<file path="src/rtl/strobe_seq38_if.sv">
// strobe_seq38_if: request handshake and decoder-drive signals of strobe_seq38.
// Mask mode (STROBE_SEQ_MASK_EN defined) swaps the 3-bit req_idx for an 8-bit req_mask.
interface strobe_seq38_if;
    logic       req_valid;
`ifdef STROBE_SEQ_MASK_EN
    logic [7:0] req_mask;
`else
    logic [2:0] req_idx;
`endif
    logic       req_ready;
    logic       sel_a;
    logic       sel_b;
    logic       sel_c;
    logic       sel_g;
    logic       busy;
    logic       done;

`ifdef STROBE_SEQ_MASK_EN
    modport master (output req_valid, output req_mask, input req_ready,
                    input sel_a, input sel_b, input sel_c, input sel_g,
                    input busy, input done);
    modport slave  (input req_valid, input req_mask, output req_ready,
                    output sel_a, output sel_b, output sel_c, output sel_g,
                    output busy, output done);
`else
    modport master (output req_valid, output req_idx, input req_ready,
                    input sel_a, input sel_b, input sel_c, input sel_g,
                    input busy, input done);
    modport slave  (input req_valid, input req_idx, output req_ready,
                    output sel_a, output sel_b, output sel_c, output sel_g,
                    output busy, output done);
`endif
endinterface

</file>
<file path="src/rtl/strobe_seq38.sv">
// strobe_seq38: queued strobe sequencer feeding a 3-to-8 active-low-enable decoder.
// Each request becomes a SETUP / PULSE / HOLD envelope on sel_a/b/c and sel_g so the
// decoder output fires one clean pulse. Index bits only move while sel_g is high.
// Optional build macro STROBE_SEQ_MASK_EN: requests carry an 8-bit mask and one
// envelope is emitted per set bit, lowest bit first, with a single done at the end.
module strobe_seq38 #(
    parameter int SETUP_LEN = 1,
    parameter int PULSE_LEN = 2,
    parameter int HOLD_LEN  = 1
) (
    input  logic          sys_clk,
    input  logic          reset,
    strobe_seq38_if.slave bus
);

    // Phase lengths must fit the 4-bit phase counter and be non-zero.
    if (SETUP_LEN < 1 || SETUP_LEN > 15) begin : g_bad_setup_len
        $error("strobe_seq38: SETUP_LEN must be in 1..15");
    end
    if (PULSE_LEN < 1 || PULSE_LEN > 15) begin : g_bad_pulse_len
        $error("strobe_seq38: PULSE_LEN must be in 1..15");
    end
    if (HOLD_LEN < 1 || HOLD_LEN > 15) begin : g_bad_hold_len
        $error("strobe_seq38: HOLD_LEN must be in 1..15");
    end

    localparam logic [3:0] SETUP_M1 = 4'(SETUP_LEN - 1);
    localparam logic [3:0] PULSE_M1 = 4'(PULSE_LEN - 1);
    localparam logic [3:0] HOLD_M1  = 4'(HOLD_LEN - 1);

`ifdef STROBE_SEQ_MASK_EN
    localparam int EW = 8;

    // Index of the lowest set bit of a mask (0 when the mask is empty).
    function automatic logic [2:0] lowest_bit(input logic [7:0] m);
        logic [2:0] idx;
        idx = 3'd0;
        for (int i = 7; i >= 0; i--) begin
            if (m[i]) begin
                idx = 3'(i);
            end
        end
        return idx;
    endfunction
`else
    localparam int EW = 3;
`endif

    typedef enum logic [1:0] {
        ST_IDLE  = 2'd0,
        ST_SETUP = 2'd1,
        ST_PULSE = 2'd2,
        ST_HOLD  = 2'd3
    } state_t;

    // Two-entry request queue.
    logic [EW-1:0] fifo_q [2];
    logic          rd_ptr_q;
    logic          wr_ptr_q;
    logic [1:0]    count_q;
    logic [1:0]    count_d;
    logic [EW-1:0] in_s;
    logic [EW-1:0] head_s;
    logic          push_s;
    logic          pop_s;

    // Sequencer state and registered outputs.
    state_t        state_q, state_d;
    logic [3:0]    cnt_q, cnt_d;
    logic [2:0]    sel_q, sel_d;
    logic          g_q, g_d;
    logic          done_q, done_d;
    logic          busy_q, busy_d;
    logic          ready_q, ready_d;
`ifdef STROBE_SEQ_MASK_EN
    logic [7:0]    rem_q, rem_d;

    assign in_s = bus.req_mask;
`else
    assign in_s = bus.req_idx;
`endif

    // A full queue refuses pushes even when a pop happens in the same cycle,
    // because acceptance is decided from the registered count alone.
    assign push_s  = bus.req_valid & ready_q;
    assign head_s  = fifo_q[rd_ptr_q];
    assign count_d = count_q + {1'b0, push_s} - {1'b0, pop_s};

    // Queue storage, pointers and occupancy.
    always_ff @(posedge sys_clk) begin
        if (reset) begin
            fifo_q[0] <= '0;
            fifo_q[1] <= '0;
            rd_ptr_q  <= 1'b0;
            wr_ptr_q  <= 1'b0;
            count_q   <= 2'd0;
        end else begin
            if (push_s) begin
                fifo_q[wr_ptr_q] <= in_s;
                wr_ptr_q         <= ~wr_ptr_q;
            end
            if (pop_s) begin
                rd_ptr_q <= ~rd_ptr_q;
            end
            count_q <= count_d;
        end
    end

    // Envelope sequencing: next state, phase counter, index load and queue pop.
    always_comb begin
        state_d = state_q;
        cnt_d   = cnt_q;
        sel_d   = sel_q;
        pop_s   = 1'b0;
`ifdef STROBE_SEQ_MASK_EN
        rem_d   = rem_q;
`endif
        case (state_q)
            ST_IDLE: begin
                if (count_q != 2'd0) begin
                    pop_s = 1'b1;
`ifdef STROBE_SEQ_MASK_EN
                    if (head_s != 8'd0) begin
                        sel_d   = lowest_bit(head_s);
                        rem_d   = head_s & (head_s - 8'd1);
                        cnt_d   = SETUP_M1;
                        state_d = ST_SETUP;
                    end else begin
                        state_d = ST_IDLE;
                    end
`else
                    sel_d   = head_s;
                    cnt_d   = SETUP_M1;
                    state_d = ST_SETUP;
`endif
                end else begin
                    state_d = ST_IDLE;
                end
            end
            ST_SETUP: begin
                if (cnt_q == 4'd0) begin
                    cnt_d   = PULSE_M1;
                    state_d = ST_PULSE;
                end else begin
                    cnt_d = cnt_q - 4'd1;
                end
            end
            ST_PULSE: begin
                if (cnt_q == 4'd0) begin
                    cnt_d   = HOLD_M1;
                    state_d = ST_HOLD;
                end else begin
                    cnt_d = cnt_q - 4'd1;
                end
            end
            ST_HOLD: begin
                if (cnt_q != 4'd0) begin
                    cnt_d = cnt_q - 4'd1;
`ifdef STROBE_SEQ_MASK_EN
                end else if (rem_q != 8'd0) begin
                    sel_d   = lowest_bit(rem_q);
                    rem_d   = rem_q & (rem_q - 8'd1);
                    cnt_d   = SETUP_M1;
                    state_d = ST_SETUP;
                end else if (count_q != 2'd0 && head_s != 8'd0) begin
                    pop_s   = 1'b1;
                    sel_d   = lowest_bit(head_s);
                    rem_d   = head_s & (head_s - 8'd1);
                    cnt_d   = SETUP_M1;
                    state_d = ST_SETUP;
`else
                end else if (count_q != 2'd0) begin
                    pop_s   = 1'b1;
                    sel_d   = head_s;
                    cnt_d   = SETUP_M1;
                    state_d = ST_SETUP;
`endif
                end else begin
                    state_d = ST_IDLE;
                end
            end
            default: begin
                cnt_d   = 4'd0;
                state_d = ST_IDLE;
            end
        endcase

        // done marks the final HOLD cycle of a request, so it is set on entry to it.
`ifdef STROBE_SEQ_MASK_EN
        done_d  = (state_d == ST_HOLD) && (cnt_d == 4'd0) && (rem_d == 8'd0);
`else
        done_d  = (state_d == ST_HOLD) && (cnt_d == 4'd0);
`endif
        g_d     = (state_d != ST_PULSE);
        busy_d  = (state_d != ST_IDLE) || (count_d != 2'd0);
        ready_d = (count_d < 2'd2);
    end

    // State, counter and output registers.
    always_ff @(posedge sys_clk) begin
        if (reset) begin
            state_q <= ST_IDLE;
            cnt_q   <= 4'd0;
            sel_q   <= 3'd0;
            g_q     <= 1'b1;
            done_q  <= 1'b0;
            busy_q  <= 1'b0;
            ready_q <= 1'b1;
`ifdef STROBE_SEQ_MASK_EN
            rem_q   <= 8'd0;
`endif
        end else begin
            state_q <= state_d;
            cnt_q   <= cnt_d;
            sel_q   <= sel_d;
            g_q     <= g_d;
            done_q  <= done_d;
            busy_q  <= busy_d;
            ready_q <= ready_d;
`ifdef STROBE_SEQ_MASK_EN
            rem_q   <= rem_d;
`endif
        end
    end

    assign bus.req_ready = ready_q;
    assign bus.sel_a     = sel_q[0];
    assign bus.sel_b     = sel_q[1];
    assign bus.sel_c     = sel_q[2];
    assign bus.sel_g     = g_q;
    assign bus.busy      = busy_q;
    assign bus.done      = done_q;

endmodule

</file>
<file path="src/flat_wrapper.sv">
// flat-port wrapper written by rule: the top's interface ports become plain ports
module strobe_seq38_flat 
#(
    parameter int SETUP_LEN = 1,
    parameter int PULSE_LEN = 2,
    parameter int HOLD_LEN  = 1
)
  (sys_clk, reset, bus_req_valid, bus_req_idx, bus_req_ready, bus_sel_a, bus_sel_b, bus_sel_c, bus_sel_g, bus_busy, bus_done);
  strobe_seq38_if bus_i ();
  input  logic sys_clk;
  input  logic reset;
  input wire logic [$bits(bus_i.req_valid)-1:0] bus_req_valid;
  input wire logic [$bits(bus_i.req_idx)-1:0] bus_req_idx;
  output wire logic [$bits(bus_i.req_ready)-1:0] bus_req_ready;
  output wire logic [$bits(bus_i.sel_a)-1:0] bus_sel_a;
  output wire logic [$bits(bus_i.sel_b)-1:0] bus_sel_b;
  output wire logic [$bits(bus_i.sel_c)-1:0] bus_sel_c;
  output wire logic [$bits(bus_i.sel_g)-1:0] bus_sel_g;
  output wire logic [$bits(bus_i.busy)-1:0] bus_busy;
  output wire logic [$bits(bus_i.done)-1:0] bus_done;
  assign bus_i.req_valid = bus_req_valid;
  assign bus_i.req_idx = bus_req_idx;
  assign bus_req_ready = bus_i.req_ready;
  assign bus_sel_a = bus_i.sel_a;
  assign bus_sel_b = bus_i.sel_b;
  assign bus_sel_c = bus_i.sel_c;
  assign bus_sel_g = bus_i.sel_g;
  assign bus_busy = bus_i.busy;
  assign bus_done = bus_i.done;
  strobe_seq38 #(.SETUP_LEN(SETUP_LEN), .PULSE_LEN(PULSE_LEN), .HOLD_LEN(HOLD_LEN)) u_core (.sys_clk(sys_clk), .reset(reset), .bus(bus_i));
endmodule
</file>
<file path="config.mk">
export PLATFORM = sky130hd
export DESIGN_NAME = strobe_seq38_flat
export DESIGN_NICKNAME = d
export VERILOG_FILES = /design/src/rtl/strobe_seq38_if.sv /design/src/rtl/strobe_seq38.sv /design/src/flat_wrapper.sv
export SDC_FILE = /design/constraint.sdc
export NUM_CORES = 1
export LEC_CHECK = 0
export BUFFER_PORTS_ARGS = -buffer_cell sky130_fd_sc_hd__buf_4
export CAP_MARGIN = 30
export CORE_MARGIN = 8
export CORE_UTILIZATION = 60
export CTS_CLUSTER_SIZE = 16
export DETAILED_ROUTE_END_ITERATION = 7
export HOLD_SLACK_MARGIN = 0.08
export PLACE_DENSITY = 0.79
export SKIP_LAST_GASP = 1
export SLEW_MARGIN = 25
export SYNTH_ARGS = -nofsm -noshare
export SYNTH_HDL_FRONTEND = slang
export SYNTH_SLANG_ARGS = --single-unit
</file>
<file path="constraint.sdc">
create_clock -name sys_clk -period 4.5 [get_ports sys_clk]
set_input_delay 1.125 -clock sys_clk [delete_from_list [all_inputs] [get_ports sys_clk]]
set_output_delay 1.125 -clock sys_clk [all_outputs]
set_load 0.02 [all_outputs]
</file>
==> impl_metrics.env <==
export IMPL_dieArea_um2=3658
export IMPL_yosysTopAreaCell="dfxtp_1"
export IMPL_min_period_ns=2.579
export IMPL_syn_inst=117
export IMPL_setup_viol=0
export IMPL_fin_area_um2=1353
export IMPL_synth_area_per_cell_um2=10.15
export IMPL_htree_num_levels=1
export IMPL_first_global_vias=859
export IMPL_maxCapViolations=0
export IMPL_status="completed"
export IMPL_maxSlewViolCount=0
export IMPL_rows=16
export IMPL_synth_edf_count=6
export IMPL_powerDensity_nw_per_um2=552.2
export IMPL_synth_top_cell_area_share=0.3035
export IMPL_clk_pin_slew_ns=0.13
export IMPL_port_buffers=12
export IMPL_crit_top_cell="ha_1"
export IMPL_grtUsageTotal=0.1319
export IMPL_synth_distinct_cells=36
export IMPL_worst_slack_ns=1.921
export IMPL_worst_pin_slew_ns=0.5349
export IMPL_nFillCells=160
export IMPL_tns_ns=0
export IMPL_ys_flop_type="dfxtp_1"
export IMPL_antenna_found_initial=0
export IMPL_cts_tree="yes"
export IMPL_clock_skew_ns=0.002208
export IMPL_final_cells=157
export IMPL_coreArea_um2=1922
export IMPL_finalHoldViolations=0
export IMPL_syn_nets=131
export IMPL_yosysMostFrequentCell="dfxtp_1"
export IMPL_critical_path_class="flip-flop to flip-flop"
export IMPL_placed_area_um2=1300
export IMPL_yosysWarnings=0
export IMPL_ys_async_sr_fraction=0
export IMPL_grt_remaining_overflow=0
export IMPL_ys_top_cells_by_count="dfxtp_1, nor2_1, ha_1, inv_1"
export IMPL_place_inst=153
export IMPL_place_congestion=0.8307
export IMPL_synthesis_area_um2=1187
export IMPL_dr_pass1_iters=4
export IMPL_cts_buffers=3
export IMPL_start_util=0.6178
export IMPL_critPathSlowestCell="nor3b_4"
export IMPL_grt_start_max_net_pins=20
export IMPL_drt_vias_per_instance=5.433
export IMPL_synth_area_leaders="dfxtp_1, edfxtp_1, ha_1, nor2_1, a211oi_1"
export IMPL_clock_sinks=24
export IMPL_drt_total_wl_um=2081
export IMPL_nNetsFinal=145
export IMPL_ir_drop_v=0.0004438
export IMPL_postCtsSetupBuffers=0
export IMPL_ios=13
export IMPL_cp_end_kind="flip-flop"
export IMPL_fp_dieH_um=60.49
export IMPL_grt_pass1_wl_um=3726
export IMPL_cts_hold_buffers=0
export IMPL_max_freq_mhz=387.8
export IMPL_min_path_cells=2
export IMPL_grt_setup_unrepaired="no"
export IMPL_crit_chain="inv_1, ha_1, nor3b_4, a21oi_1, nor3_2, ha_1, inv_1, ha_1, xor2_1, xnor2_1, nor3b_2, a21oi_1"
export IMPL_hold_path_class="flip-flop to flip-flop"
export IMPL_diodes=0
export IMPL_die_x_um=60.49
export IMPL_cts_root_buf="clkbuf_4"
export IMPL_area_delta_synth_final_pct=13.91
export IMPL_route_detailed_drc=0
export IMPL_vias=853
export IMPL_path_max_fanout=10
export IMPL_synth_seq_cells=24
export IMPL_leakage_nw=0.5554
export IMPL_fin_crit_sh=0.5730
export IMPL_ant_nets=0
export IMPL_insertion_delay_ns=0.31
export IMPL_reg2reg_depth=12
export IMPL_cts_resized=0
export IMPL_cts_buffer_depth=2
export IMPL_required_ns=4.71
export IMPL_cp_start_kind="flip-flop"
export IMPL_slowest_delay_ns=0.43
export IMPL_critPathArrivalTime_ns=2.79
export IMPL_ys_seq_area_frac=0.4552
export IMPL_max_slew_margin=0.6421
export IMPL_drtIter0Drc=25
export IMPL_drive_gt1_frac=0.2077
export IMPL_pre_cts_slack_ns=1.928
export IMPL_detail_route_wl_per_cell_um=13.25
==> worst paths after layout <==
check             startpoint              end  slack, ns
max          u_core.cnt_q[0]  u_core.bus.busy       1.92
min          u_core.sel_q[0]  u_core.sel_q[0]       0.51
max reg2reg  u_core.cnt_q[0]  u_core.bus.busy       1.92
min reg2reg  u_core.sel_q[0]  u_core.sel_q[0]       0.51
==> critical path: cells and delay by family, from the launching register on <==
| kind | cells | cell delay (ns) |
|---|---|---|
| adder cells (fa/ha/maj) | 3 | 0.62 |
| buffers and inverters | 2 | 0.12 |
| XOR/XNOR | 2 | 0.34 |
| AO/OA/AOI/OAI | 2 | 0.22 |
| flip-flops | 1 | 0.37 |
| AND/OR/NAND/NOR | 3 | 0.80 |
==> report_power, final <==
group / switching (mW) / internal, mW / leakage [nW] / total (mW)
Combinational: 0.165 / 0.130 / 0.316 / 0.295
Sequential: 0.0286 / 0.269 / 0.211 / 0.298
Clock: 0.0640 / 0.0900 / 0.0279 / 0.154
==> registers in the layout, indices dropped and copies added, names as in the netlist, named ones only <==
name                  flops
u_core.fifo_q             6
u_core.bus.busy           1
u_core.state_q            2
u_core.bus.req_ready      1
u_core.sel_q              3
u_core.bus.sel_g          1
u_core.count_q            2
u_core.bus.done           1
u_core.wr_ptr_q           1
u_core.rd_ptr_q           1
u_core.cnt_q              4
==> cell usage in the layout (no fill, tap or decap), types with 2 or more instances in the layout <==
cell and count:
nor3_2 3, mux2i_1 3, buf_4 12, ha_1 8
xor2_1 2, a21oi_1 4, or2_2 2, o21ai_0 4
clkbuf_4 3, nand3_1 2, xnor2_1 2, dfxtp_1 18
and2_1 6, nor3_1 3, edfxtp_1 6, nand2_1 2
inv_1 8, nor2b_1 2, a211oi_1 5, nor2_1 14
a31oi_1 2, nor4_1 3
==> metal layers <==
layer | share of wire | up-vias | global-route usage
met5 | 0 | - | 0
met4 | 0.012 | 0 | 0.03987
met3 | 0.050 | 4 | 0.04025
met2 | 0.50 | 17 | 0.2226
met1 | 0.44 | 391 | 0.1565
li1 | - | 441 | -
==> stage by stage <==
stage	hold slack, ns	power (mW)	utilization
after global placement	0.4901	0.5877	0.6764
final	0.5070	0.7469	0.7038
after global routing	0.5343	0.8016	0.7038
after floorplan	0.4813	0.5203	-
after detailed placement	0.4936	0.5978	0.6764
after CTS	0.5116	0.7512	0.7038
==> cell families after synthesis <==
| logic type | synth area share |
|---|---|
| xor gates and xnor gates | 0.02951 |
| buffers and inverters | 0.03477 |
| and+or+nand+nor | 0.2392 |
| muxes | 0.02529 |
| adders and majority gates | 0.08430 |
| AOI/OAI and AO/OA | 0.1317 |
| DFF | 0.4552 |
==> layout make-up <==
cell class              count  area (um^2)  area share
multi-input cells          82        605.6      0.4477
flip-flops and latches     24        540.5      0.3996
clock buffers               3        22.52     0.01665
repair buffers             12        90.09     0.06660
well taps                  27        33.78     0.02498
inverters                   8        30.03     0.02220
clock inverters             1        30.03     0.02220
Power figures use the tool's default switching activity.
